`config.mk`:
```
export PLATFORM = sky130hd
export DESIGN_NAME = sobel_3x3_core
export DESIGN_NICKNAME = d
export VERILOG_FILES = /design/src/rtl/sobel_pkg.sv /design/src/rtl/sobel_window_3x3.sv /design/src/rtl/sobel_3x3_core.sv
export SDC_FILE = /design/constraint.sdc
export NUM_CORES = 1
export LEC_CHECK = 0
export ABC_AREA = 0
export BUFFER_PORTS_ARGS = -buffer_cell sky130_fd_sc_hd__clkbuf_2
export CAP_MARGIN = 20
export CORE_UTILIZATION = 30
export CTS_CLUSTER_DIAMETER = 50
export DETAILED_ROUTE_END_ITERATION = 16
export GPL_ROUTABILITY_DRIVEN = 0
export SLEW_MARGIN = 20
export SYNTH_ARGS = -nofsm -noshare
export SYNTH_HDL_FRONTEND = slang
export SYNTH_SLANG_ARGS = --single-unit
```
`constraint.sdc`:
```
create_clock -name clk -period 7.05 [get_ports clk]
set_input_delay 0.3525 -clock clk [delete_from_list [all_inputs] [get_ports clk]]
set_output_delay 0.3525 -clock clk [all_outputs]
set_load 0.01 [all_outputs]
```
`src/rtl/sobel_pkg.sv`:
```
// Shared constants for the 3x3 Sobel edge-magnitude engine: width helpers,
// saturation limit and kernel weights.
package sobel_pkg;

  localparam int GRAD_GUARD = 3;
  localparam int MAG_GUARD  = 4;

  localparam int KW_EDGE   = 1;
  localparam int KW_CENTER = 2;

  function automatic int grad_width(input int pix_w);
    return pix_w + GRAD_GUARD;
  endfunction

  function automatic int mag_width(input int pix_w);
    return pix_w + MAG_GUARD;
  endfunction

  function automatic int sat_max(input int pix_w);
    return (1 << pix_w) - 1;
  endfunction

endpackage

```
`src/rtl/sobel_window_3x3.sv`:
```
// 3x3 sliding pixel window fed by three aligned rows, plus the line column
// counter that tags each beat as window-complete (column >= 2).
module sobel_window_3x3
  import sobel_pkg::*;
#(
  parameter int PIX_W = 8,
  parameter int IMG_W = 640
) (
  input  logic                  clk,
  input  logic                  rst_n,
  input  logic                  valid_in,
  input  logic                  sof,
  input  logic [PIX_W-1:0]      din_top,
  input  logic [PIX_W-1:0]      din_mid,
  input  logic [PIX_W-1:0]      din_bot,
  output logic [2:0][PIX_W-1:0] win_top,
  output logic [2:0][PIX_W-1:0] win_mid,
  output logic [2:0][PIX_W-1:0] win_bot,
  output logic                  win_valid,
  output logic                  win_complete
);

  localparam int COL_W = $clog2(IMG_W);

  logic [COL_W-1:0] col;
  logic [COL_W-1:0] beat_col;

  // col holds the column the next beat will land on; sof overrides it to 0
  always_comb begin
    beat_col = sof ? '0 : col;
  end

  always_ff @(posedge clk or negedge rst_n) begin
    if (!rst_n) begin
      win_top      <= '0;
      win_mid      <= '0;
      win_bot      <= '0;
      col          <= '0;
      win_valid    <= 1'b0;
      win_complete <= 1'b0;
    end else begin
      win_valid    <= valid_in;
      win_complete <= valid_in && (beat_col >= COL_W'(2));
      if (valid_in) begin
        win_top <= {win_top[1:0], din_top};
        win_mid <= {win_mid[1:0], din_mid};
        win_bot <= {win_bot[1:0], din_bot};
        col     <= (beat_col == COL_W'(IMG_W - 1)) ? '0 : beat_col + COL_W'(1);
      end
    end
  end

endmodule

```
`src/rtl/sobel_3x3_core.sv`:
```
// Streaming 3x3 Sobel |GX|+|GY| engine, saturated and replicated per channel.
// Define SOBEL_THRESH_EN to add the thresh port and binarise the output.
module sobel_3x3_core
  import sobel_pkg::*;
#(
  parameter int PIX_W  = 8,
  parameter int IMG_W  = 640,
  parameter int OUT_CH = 3
) (
  input  logic                    clk,
  input  logic                    rst_n,
  input  logic                    valid_in,
  input  logic                    sof,
  input  logic [PIX_W-1:0]        din_top,
  input  logic [PIX_W-1:0]        din_mid,
  input  logic [PIX_W-1:0]        din_bot,
`ifdef SOBEL_THRESH_EN
  input  logic [PIX_W-1:0]        thresh,
`endif
  output logic                    valid_out,
  output logic [OUT_CH*PIX_W-1:0] dout
);

  localparam int GW = grad_width(PIX_W);
  localparam int MW = mag_width(PIX_W);

  localparam logic [MW-1:0]           SAT_MAX = MW'(sat_max(PIX_W));
  localparam logic signed [GW-1:0]    KE      = GW'(KW_EDGE);
  localparam logic signed [GW-1:0]    KC      = GW'(KW_CENTER);

  logic [2:0][PIX_W-1:0] win_top, win_mid, win_bot;
  logic                  win_valid, win_complete;

  logic signed [GW-1:0]  gx_next, gy_next, gx, gy;
  logic                  s1_valid, s1_complete;
  logic [GW-1:0]         abs_gx, abs_gy;
  logic [MW-1:0]         mag;
  logic [PIX_W-1:0]      mag_sat, px_next;

  sobel_window_3x3 #(
    .PIX_W (PIX_W),
    .IMG_W (IMG_W)
  ) u_window (
    .clk          (clk),
    .rst_n        (rst_n),
    .valid_in     (valid_in),
    .sof          (sof),
    .din_top      (din_top),
    .din_mid      (din_mid),
    .din_bot      (din_bot),
    .win_top      (win_top),
    .win_mid      (win_mid),
    .win_bot      (win_bot),
    .win_valid    (win_valid),
    .win_complete (win_complete)
  );

  function automatic logic signed [GW-1:0] ext(input logic [PIX_W-1:0] p);
    return $signed({{GRAD_GUARD{1'b0}}, p});
  endfunction

  // Index 0 is the newest (right) column, index 2 the oldest (left)
  always_comb begin
    gx_next = (KE * ext(win_top[0]) + KC * ext(win_mid[0]) + KE * ext(win_bot[0]))
            - (KE * ext(win_top[2]) + KC * ext(win_mid[2]) + KE * ext(win_bot[2]));
    gy_next = (KE * ext(win_top[2]) + KC * ext(win_top[1]) + KE * ext(win_top[0]))
            - (KE * ext(win_bot[2]) + KC * ext(win_bot[1]) + KE * ext(win_bot[0]));
  end

  always_ff @(posedge clk or negedge rst_n) begin
    if (!rst_n) begin
      gx          <= '0;
      gy          <= '0;
      s1_valid    <= 1'b0;
      s1_complete <= 1'b0;
    end else begin
      gx          <= gx_next;
      gy          <= gy_next;
      s1_valid    <= win_valid;
      s1_complete <= win_complete;
    end
  end

  always_comb begin
    abs_gx  = gx[GW-1] ? $unsigned(-gx) : $unsigned(gx);
    abs_gy  = gy[GW-1] ? $unsigned(-gy) : $unsigned(gy);
    mag     = MW'(abs_gx) + MW'(abs_gy);
    mag_sat = (mag > SAT_MAX) ? SAT_MAX[PIX_W-1:0] : mag[PIX_W-1:0];
    px_next = '0;
`ifdef SOBEL_THRESH_EN
    if (s1_complete && (mag_sat >= thresh)) begin
      px_next = SAT_MAX[PIX_W-1:0];
    end
`else
    if (s1_complete) begin
      px_next = mag_sat;
    end
`endif
  end

  always_ff @(posedge clk or negedge rst_n) begin
    if (!rst_n) begin
      valid_out <= 1'b0;
      dout      <= '0;
    end else begin
      valid_out <= s1_valid;
      dout      <= {OUT_CH{px_next}};
    end
  end

endmodule

```
==> flow_metrics.py, run 1 <==
metrics = {
    "cells_and_area": {
        "antenna_cells_inserted": 0,
        "drive_above_1_share_pct": 18.3,
        "nNetsFinal": 828,
        "fin_util_pct": 35.2,
        "instances_no_fill": 1030,
        "area_growth_pct": 14.1,
        "stdcell_area_mm2": 0.00834,
    },
    "synth": {
        "netlist_instances": 660,
        "async_flop_share_pct": 100,
        "ys.flop_type": "dfrtp_1",
        "ys_top_cells_by_area": "dfrtp_1, fa_1, ha_1",
        "syn-cell-area_mm2": 0.00731,
        "yosys_warnings": 0,
        "yosys.area.top_type": "dfrtp_1",
        "ys_types": 54,
        "syn_nets": 790,
        "seq_area_frac_synth_pct": 40.0,
        "synth_top_area_share_pct": 40.0,
        "avgSynthCellArea_um2": 11.1,
        "synth-edff-count": 0,
        "ys_ff_latch": 117,
    },
    "place": {
        "dpl.cell_count": 998,
        "dp.final_hpwl_mm": 9.97,
        "io_buffers": 52,
        "dpl-instance-area_mm2": 0.00780,
    },
    "floorplan": {
        "coreArea_mm2": 0.0237,
        "start_util_pct": 30.9,
        "die_w_um": 158,
        "die_h_um": 158,
        "rows": 56,
        "io_pins": 53,
        "die_area_mm2": 0.0250,
    },
    "global_routing": {
        "grt_max_degree": 92,
        "gr-total-overflow": 0,
        "grt_first_pass_wirelength_mm": 23.3,
        "grt_pass1_vias": 4774,
        "antenna_found_initial": 0,
        "track_usage_pct": 12.0,
    },
    "run_status": {
        "violations": "negative hold slack",
        "status": "finished, violations left",
    },
    "clock_network": {
        "clk_pin_slew_ps": 60,
        "clk_latency_ps": 420,
        "ctsHoldBuffers": 0,
        "numCtsBuffers": 17,
        "post_cts_resized": 0,
        "htree_levels": 4,
        "cts-root-buf": "clkbuf_16",
        "cts_tree": "done",
        "cts_sinks": 117,
        "postCtsSetupBuffers": 0,
        "cts_buffer_depth": 2,
    },
    "worst_hold_path": {
        "min_path_type": "input pin to asynchronous set/reset pin",
    },
    "route": {
        "drtIter0Drc": 182,
        "vias": 4615,
        "detail-route-antenna-nets": 0,
        "routed_wirelength_mm": 13.3,
        "vias_per_cell": 4.48,
        "drt-wirelength-per-cell_um": 13.0,
        "drc": 0,
        "firstDrtPassIters": 4,
    },
    "worst_setup_path": {
        "cp.arrival_ps": 3990,
        "critPathKind": "flip-flop to flip-flop",
        "r2r-end": "gx[10]$_DFF_PN0_",
        "worstRegToRegCells": 11,
        "cp_data_required_time_ps": 7390,
        "cp_max_fo": 2,
        "critical_path.endpoint_type": "flip-flop",
        "r2r_slack_ps": 3400,
        "r2r_start": "u_window.win_top[18]$_DFFE_PN0P_",
        "startpoint_type": "flip-flop",
    },
    "timing": {
        "clock_skew_ps": 6.53,
        "fin_crit_sh_pct": 51.7,
        "period_needed_ps": 3650,
        "setup-tns-final_ps": 0,
        "setup_viol": 0,
        "hold_ws_ps": -9.77,
        "hold_viol": 20,
        "worst_slew_pin_slew_ps": 864,
        "rsz0062_at_grt": "false",
        "max_clock_freq_ghz": 0.274,
        "finalMaxSlewViolations": 0,
        "relSlewSlack_pct": 42.4,
    },
    "flow_run": {
        "drv_cap": 0,
    },
}
## layout by cell type (no fill, tap or decap), types with 17 or more instances in the layout
cell type,netlist,layout
a21oi_1,18,18
clkbuf_16,0,17
clkbuf_2,0,50
dfrtp_1,117,117
fa_1,63,63
ha_1,39,39
inv_1,70,70
mux2_2,36,36
nand2_1,65,65
nor2_1,24,24
o21ai_0,63,63
xnor2_1,30,30
## cells by family (layout without fill, tap and decap cells)
kind of cell	after synthesis	in the layout	synth area share, %
flip-flops	117	117	40.0
AO/OA/AOI/OAI	139	139	12.3
XOR/XNOR	36	36	4.31
buffers and inverters	105	156	6.23
adder cells (fa/ha/maj)	102	102	23.9
multiplexers	36	36	5.55
AND/OR/NAND/NOR	125	125	7.68
## worst max-delay path by stage
stage / start / to / slack (ps) / cells after the start
after floorplan: u_window.win_bot[3]$_DFFE_PN0P_ / gy[9]$_DFF_PN0_ / 3600 / 11
after global placement: u_window.win_bot[18]$_DFFE_PN0P_ / gx[10]$_DFF_PN0_ / 3450 / 11
after detailed placement: u_window.win_bot[18]$_DFFE_PN0P_ / gx[10]$_DFF_PN0_ / 3400 / 11
after CTS: u_window.win_bot[18]$_DFFE_PN0P_ / gx[10]$_DFF_PN0_ / 3380 / 11
after global routing: u_window.win_bot[2]$_DFFE_PN0P_ / gy[9]$_DFF_PN0_ / 3130 / 12
final: u_window.win_top[18]$_DFFE_PN0P_ / gx[10]$_DFF_PN0_ / 3400 / 11
## flip-flops by register name, indices dropped and copies added, names as in the netlist, 8 cells and up
signal and flops:
u_window.win_bot 24, u_window.win_mid 24, gy 11, u_window.col 10
u_window.win_top 24, dout 8, gx 11
## metal layers
layer | up-vias | GRT usage (%) | share of wire, %
met5 | - | 0 | 0
met4 | 0 | 3.71 | 0.97
met3 | 10 | 3.15 | 2.8
met2 | 51 | 19.3 | 49
met1 | 2272 | 15.8 | 47
li1 | 2282 | - | -
## area by class of cell
| cell class | instances | area (um2) |
|---|---|---|
| inverters | 70 | 263 |
| multi-input cells | 438 | 3930 |
| well taps | 319 | 399 |
| fillers | 2436 | 15300 |
| flip-flops and latches | 117 | 2930 |
| clock inverters | 15 | 121 |
| clock buffers | 17 | 425 |
| repair buffers | 54 | 280 |
## stage by stage
stage          hold slack [ps]  worst slack (ps)
6_report                 -9.77              3400
3_3_place_gp               337              3450
3_5_place_dp               339              3400
4_1_cts                   8.27              3380
5_1_grt                   56.1              3130
2_1_floorplan             56.9              3600
## cells in the mapped netlist, types with 11 or more instances
master and instances:
o21ai_0 63, buf_4 16, xnor2_1 30, nor2_1 24, clkbuf_1 11, inv_1 70, ha_1 39, fa_1 63
nand2_1 65, mux2_2 36, a21oi_1 18, dfrtp_1 117
## worst max-delay path, stage by stage, from the launching register on
cell	delay, ps
dfrtp_1	390
inv_1	90
fa_1	440
fa_1	530
fa_1	520
ha_1	300
a21o_1	180
a21oi_1	220
o21ai_0	200
o41a_1	380
a21o_1	190
a21oi_1	150
Power of run 1 is left out: the tool's default activity adds up to more than one toggle a clock period on the data nets, which glitch-free logic cannot reach.
==> run 2, diff against run 1 <==
--- a/config.mk
+++ b/config.mk
@@ -5,7 +5,7 @@
 export SDC_FILE = /design/constraint.sdc
 export NUM_CORES = 1
 export LEC_CHECK = 0
-export ABC_AREA = 0
+export ABC_AREA = 1
 export BUFFER_PORTS_ARGS = -buffer_cell sky130_fd_sc_hd__clkbuf_2
 export CAP_MARGIN = 20
 export CORE_UTILIZATION = 30
==> constraint.sdc (replaced) <==
create_clock -name clk -period 3.1 [get_ports clk]
set_input_delay 0.155 -clock clk [delete_from_list [all_inputs] [get_ports clk]]
set_output_delay 0.155 -clock clk [all_outputs]
set_load 0.01 [all_outputs]
==> run 2 against run 1 <==
Sequential cell count unchanged. Global-route usage up 0.75 points. Maximum frequency up 15%. Via count up 19%. Critical path depth up 1. Hold slack better by 25 ps. Critical path type unchanged. The flow finishes with violations (negative setup slack).
==> flow_metrics.py, run 2 <==
metrics = {
    "floorplan": {
        "io_pins": 53,
        "rows": 57,
        "die_h_um": 160,
        "die_w_um": 160,
        "start_util_pct": 30.7,
        "coreArea_mm2": 0.0244,
        "die_area_mm2": 0.0256,
    },
    "worst_setup_path": {
        "crit_path_frequent_cell": "fa_1",
        "r2r-end": "gy[9]$_DFF_PN0_",
        "worstSetupEndpoint": "gy[9]$_DFF_PN0_",
        "cp_max_fo": 2,
        "worst_path_max_delay_cell": "fa_1",
        "critPathKind": "flip-flop to flip-flop",
        "cp.arrival_ps": 3470,
        "slowest_delay_ps": 570,
        "worstRegToRegCells": 12,
        "r2r_start": "u_window.win_top[18]$_DFFE_PN0P_",
        "cp_data_required_time_ps": 3400,
        "startpoint_type": "flip-flop",
        "critical_path.endpoint_type": "flip-flop",
        "path_cells": "buf_6 -> fa_1 -> fa_1 -> fa_1 -> inv_2 -> fa_2 -> o21ai_2 -> a21oi_2 -> o21ai_1 -> nand2_1 -> nand3_1 -> nand2_1",
        "r2r_slack_ps": -70,
        "startpoint": "u_window.win_top[18]$_DFFE_PN0P_",
    },
    "cells_and_area": {
        "final_cell_mix": "nand2_1, inv_1, dfrtp_1, o21ai_0, fa_1",
        "stdcell_area_mm2": 0.00956,
        "instances_no_fill": 1269,
        "antenna_cells_inserted": 0,
        "fillers": 2419,
        "layout_commonest_cell": "nand2_1",
        "nNetsFinal": 1062,
        "area_growth_pct": 27.7,
        "top_regs": "u_window.win_bot: 24 flops, u_window.win_mid: 24 flops, u_window.win_top: 24 flops",
        "drive_above_1_share_pct": 22.4,
    },
    "place": {
        "io_buffers": 52,
        "dp.final_hpwl_mm": 11.5,
        "dpl-instance-area_mm2": 0.00837,
        "dpl.cell_count": 1208,
    },
    "timing": {
        "max_clock_freq_ghz": 0.316,
        "fin_crit_sh_pct": 102,
        "relSlewSlack_pct": 53.3,
        "period_needed_ps": 3170,
        "rsz0062_at_grt": "true",
        "clock_skew_ps": 15.7,
        "hold_viol": 0,
        "worst_slew_pin_slew_ps": 700,
        "finalMaxSlewViolations": 0,
        "timing.final.ws_setup_ps": -67.5,
        "setup_viol": 4,
    },
    "global_routing": {
        "track_usage_pct": 12.8,
        "grt_pass1_vias": 5643,
        "grt_first_pass_wirelength_mm": 26.4,
        "antenna_found_initial": 1,
        "grt_max_degree": 64,
        "gr-total-overflow": 0,
    },
    "synth": {
        "yosys.area.top_type": "dfrtp_1",
        "synth-edff-count": 0,
        "ys_ff_latch": 117,
        "syn-cell-area_mm2": 0.00748,
        "ys_top_cells_by_area": "dfrtp_1, fa_1, nand2_1",
        "netlist_instances": 814,
        "synth.most_common_cell": "nand2_1",
        "seq_area_frac_synth_pct": 39.1,
        "yosys_warnings": 0,
        "synth_common_cells": "nand2_1, inv_1, dfrtp_1",
        "syn_nets": 944,
        "ys_types": 36,
        "avgSynthCellArea_um2": 9.19,
        "async_flop_share_pct": 100,
        "ys.flop_type": "dfrtp_1",
        "synth_top_area_share_pct": 39.1,
    },
    "clock_network": {
        "numCtsBuffers": 17,
        "cts_buffer_depth": 2,
        "cts-root-buf": "clkbuf_16",
        "cts_tree": "done",
        "htree_levels": 4,
        "cts_sinks": 117,
        "clk_latency_ps": 420,
        "clk_pin_slew_ps": 60,
    },
    "run_status": {
        "status": "finished, violations left",
        "violations": "negative setup slack",
    },
    "route": {
        "detail-route-antenna-nets": 0,
        "routed_wirelength_mm": 15.5,
        "vias": 5478,
        "drt-wirelength-per-cell_um": 12.2,
        "firstDrtPassIters": 5,
        "vias_per_cell": 4.32,
        "drtIter0Drc": 238,
        "drc": 0,
    },
    "worst_hold_path": {
        "min_path_type": "input pin to flip-flop",
        "worstHoldStart": "din_bot[4]",
    },
    "flow_run": {
        "drv_cap": 0,
    },
}
run 2: cell count changes after synthesis, sizes merged, moves of 5 or more:
| cell | previous run | this run |
|---|---|---|
| mux2 | 36 | 0 |
| nand4 | 1 | 6 |
| o31ai | 5 | 0 |
| nor2 | 24 | 36 |
| nand3 | 3 | 15 |
| nand2b | 5 | 0 |
| nand2 | 65 | 206 |
| a21o | 11 | 1 |
| a21oi | 19 | 27 |
| o22ai | 2 | 7 |
| xor2 | 6 | 27 |
| xnor2 | 30 | 15 |
| inv | 70 | 126 |
run 2: layout make-up:
cell class / count / area (um2) / share of cell area, %
clock inverter: 14 / 140 / 1.47
inverter: 127 / 482 / 5.04
tap: 324 / 405 / 4.24
multi-input combinational: 535 / 4200 / 43.9
clock buffer: 18 / 439 / 4.59
sequential: 117 / 2930 / 30.6
timing repair buffer: 134 / 966 / 10.1
run 2: per-stage QoR:
stage / setup TNS, ps / setup WS, ps / util [%] / hold WS (ps)
2_1_floorplan: -3.96 / -3.96 / - / -141
5_1_grt: -972 / -181 / 39.2 / 6.93
3_5_place_dp: -968 / -149 / 34.3 / 251
4_1_cts: -52.9 / -52.9 / 38.3 / 0.864
3_3_place_gp: -697 / -104 / 34.3 / 243
6_report: -112 / -67.5 / 39.2 / 15.1
run 2: worst max-delay path: cells and delay by family, from the launching register on:
kind                       cells  cell delay (ps)
adders and majority gates      4             1900
buffers and inverters          2              170
DFF                            1              400
and+or+nand+nor                3              200
AOI/OAI and AO/OA              3              370
run 2: how the worst min path moves through the flow:
stage / endpoint / slack (ps) / depth (start not counted)
floorplan: dout[15]$_DFF_PN0_ / -140 / 0
global placement: u_window.col[9]$_DFFE_PN0P_ / 240 / 1
detailed placement: u_window.col[9]$_DFFE_PN0P_ / 250 / 1
CTS: u_window.win_bot[1]$_DFFE_PN0P_ / 0.9 / 3
global route: u_window.win_bot[1]$_DFFE_PN0P_ / 7 / 3
finish: u_window.win_bot[4]$_DFFE_PN0P_ / 20 / 3
run 2: logic make-up (layout without fill, tap and decap cells):
family / Yosys count / count (layout) / synth area share (%)
and+or+nand+nor: 278 / 278 / 15.4
adders and majority gates: 102 / 102 / 23.4
DFF: 117 / 117 / 39.1
buffers and inverters: 162 / 293 / 9.16
xor gates and xnor gates: 42 / 42 / 4.91
AOI/OAI and AO/OA: 113 / 113 / 8.04
run 2: per-layer routing:
layer | track usage [%] | share of wire [%] | vias to the layer above
li1 | - | - | 2755
met1 | 16.9 | 49 | 2610
met2 | 21.3 | 47 | 93
met3 | 2.31 | 2.8 | 20
met4 | 3.98 | 1.4 | 0
met5 | 0 | 0 | -
run 2: timing repair:
action                                  CTS  global route
endpoints found under the setup margin   11            19
resized for setup                        28            45
pin swaps                                21            27
hold buffers                             23             0
endpoints found under the hold margin    76             0
buffers inserted                          3             3
Power of run 2 is left out for the same reason.
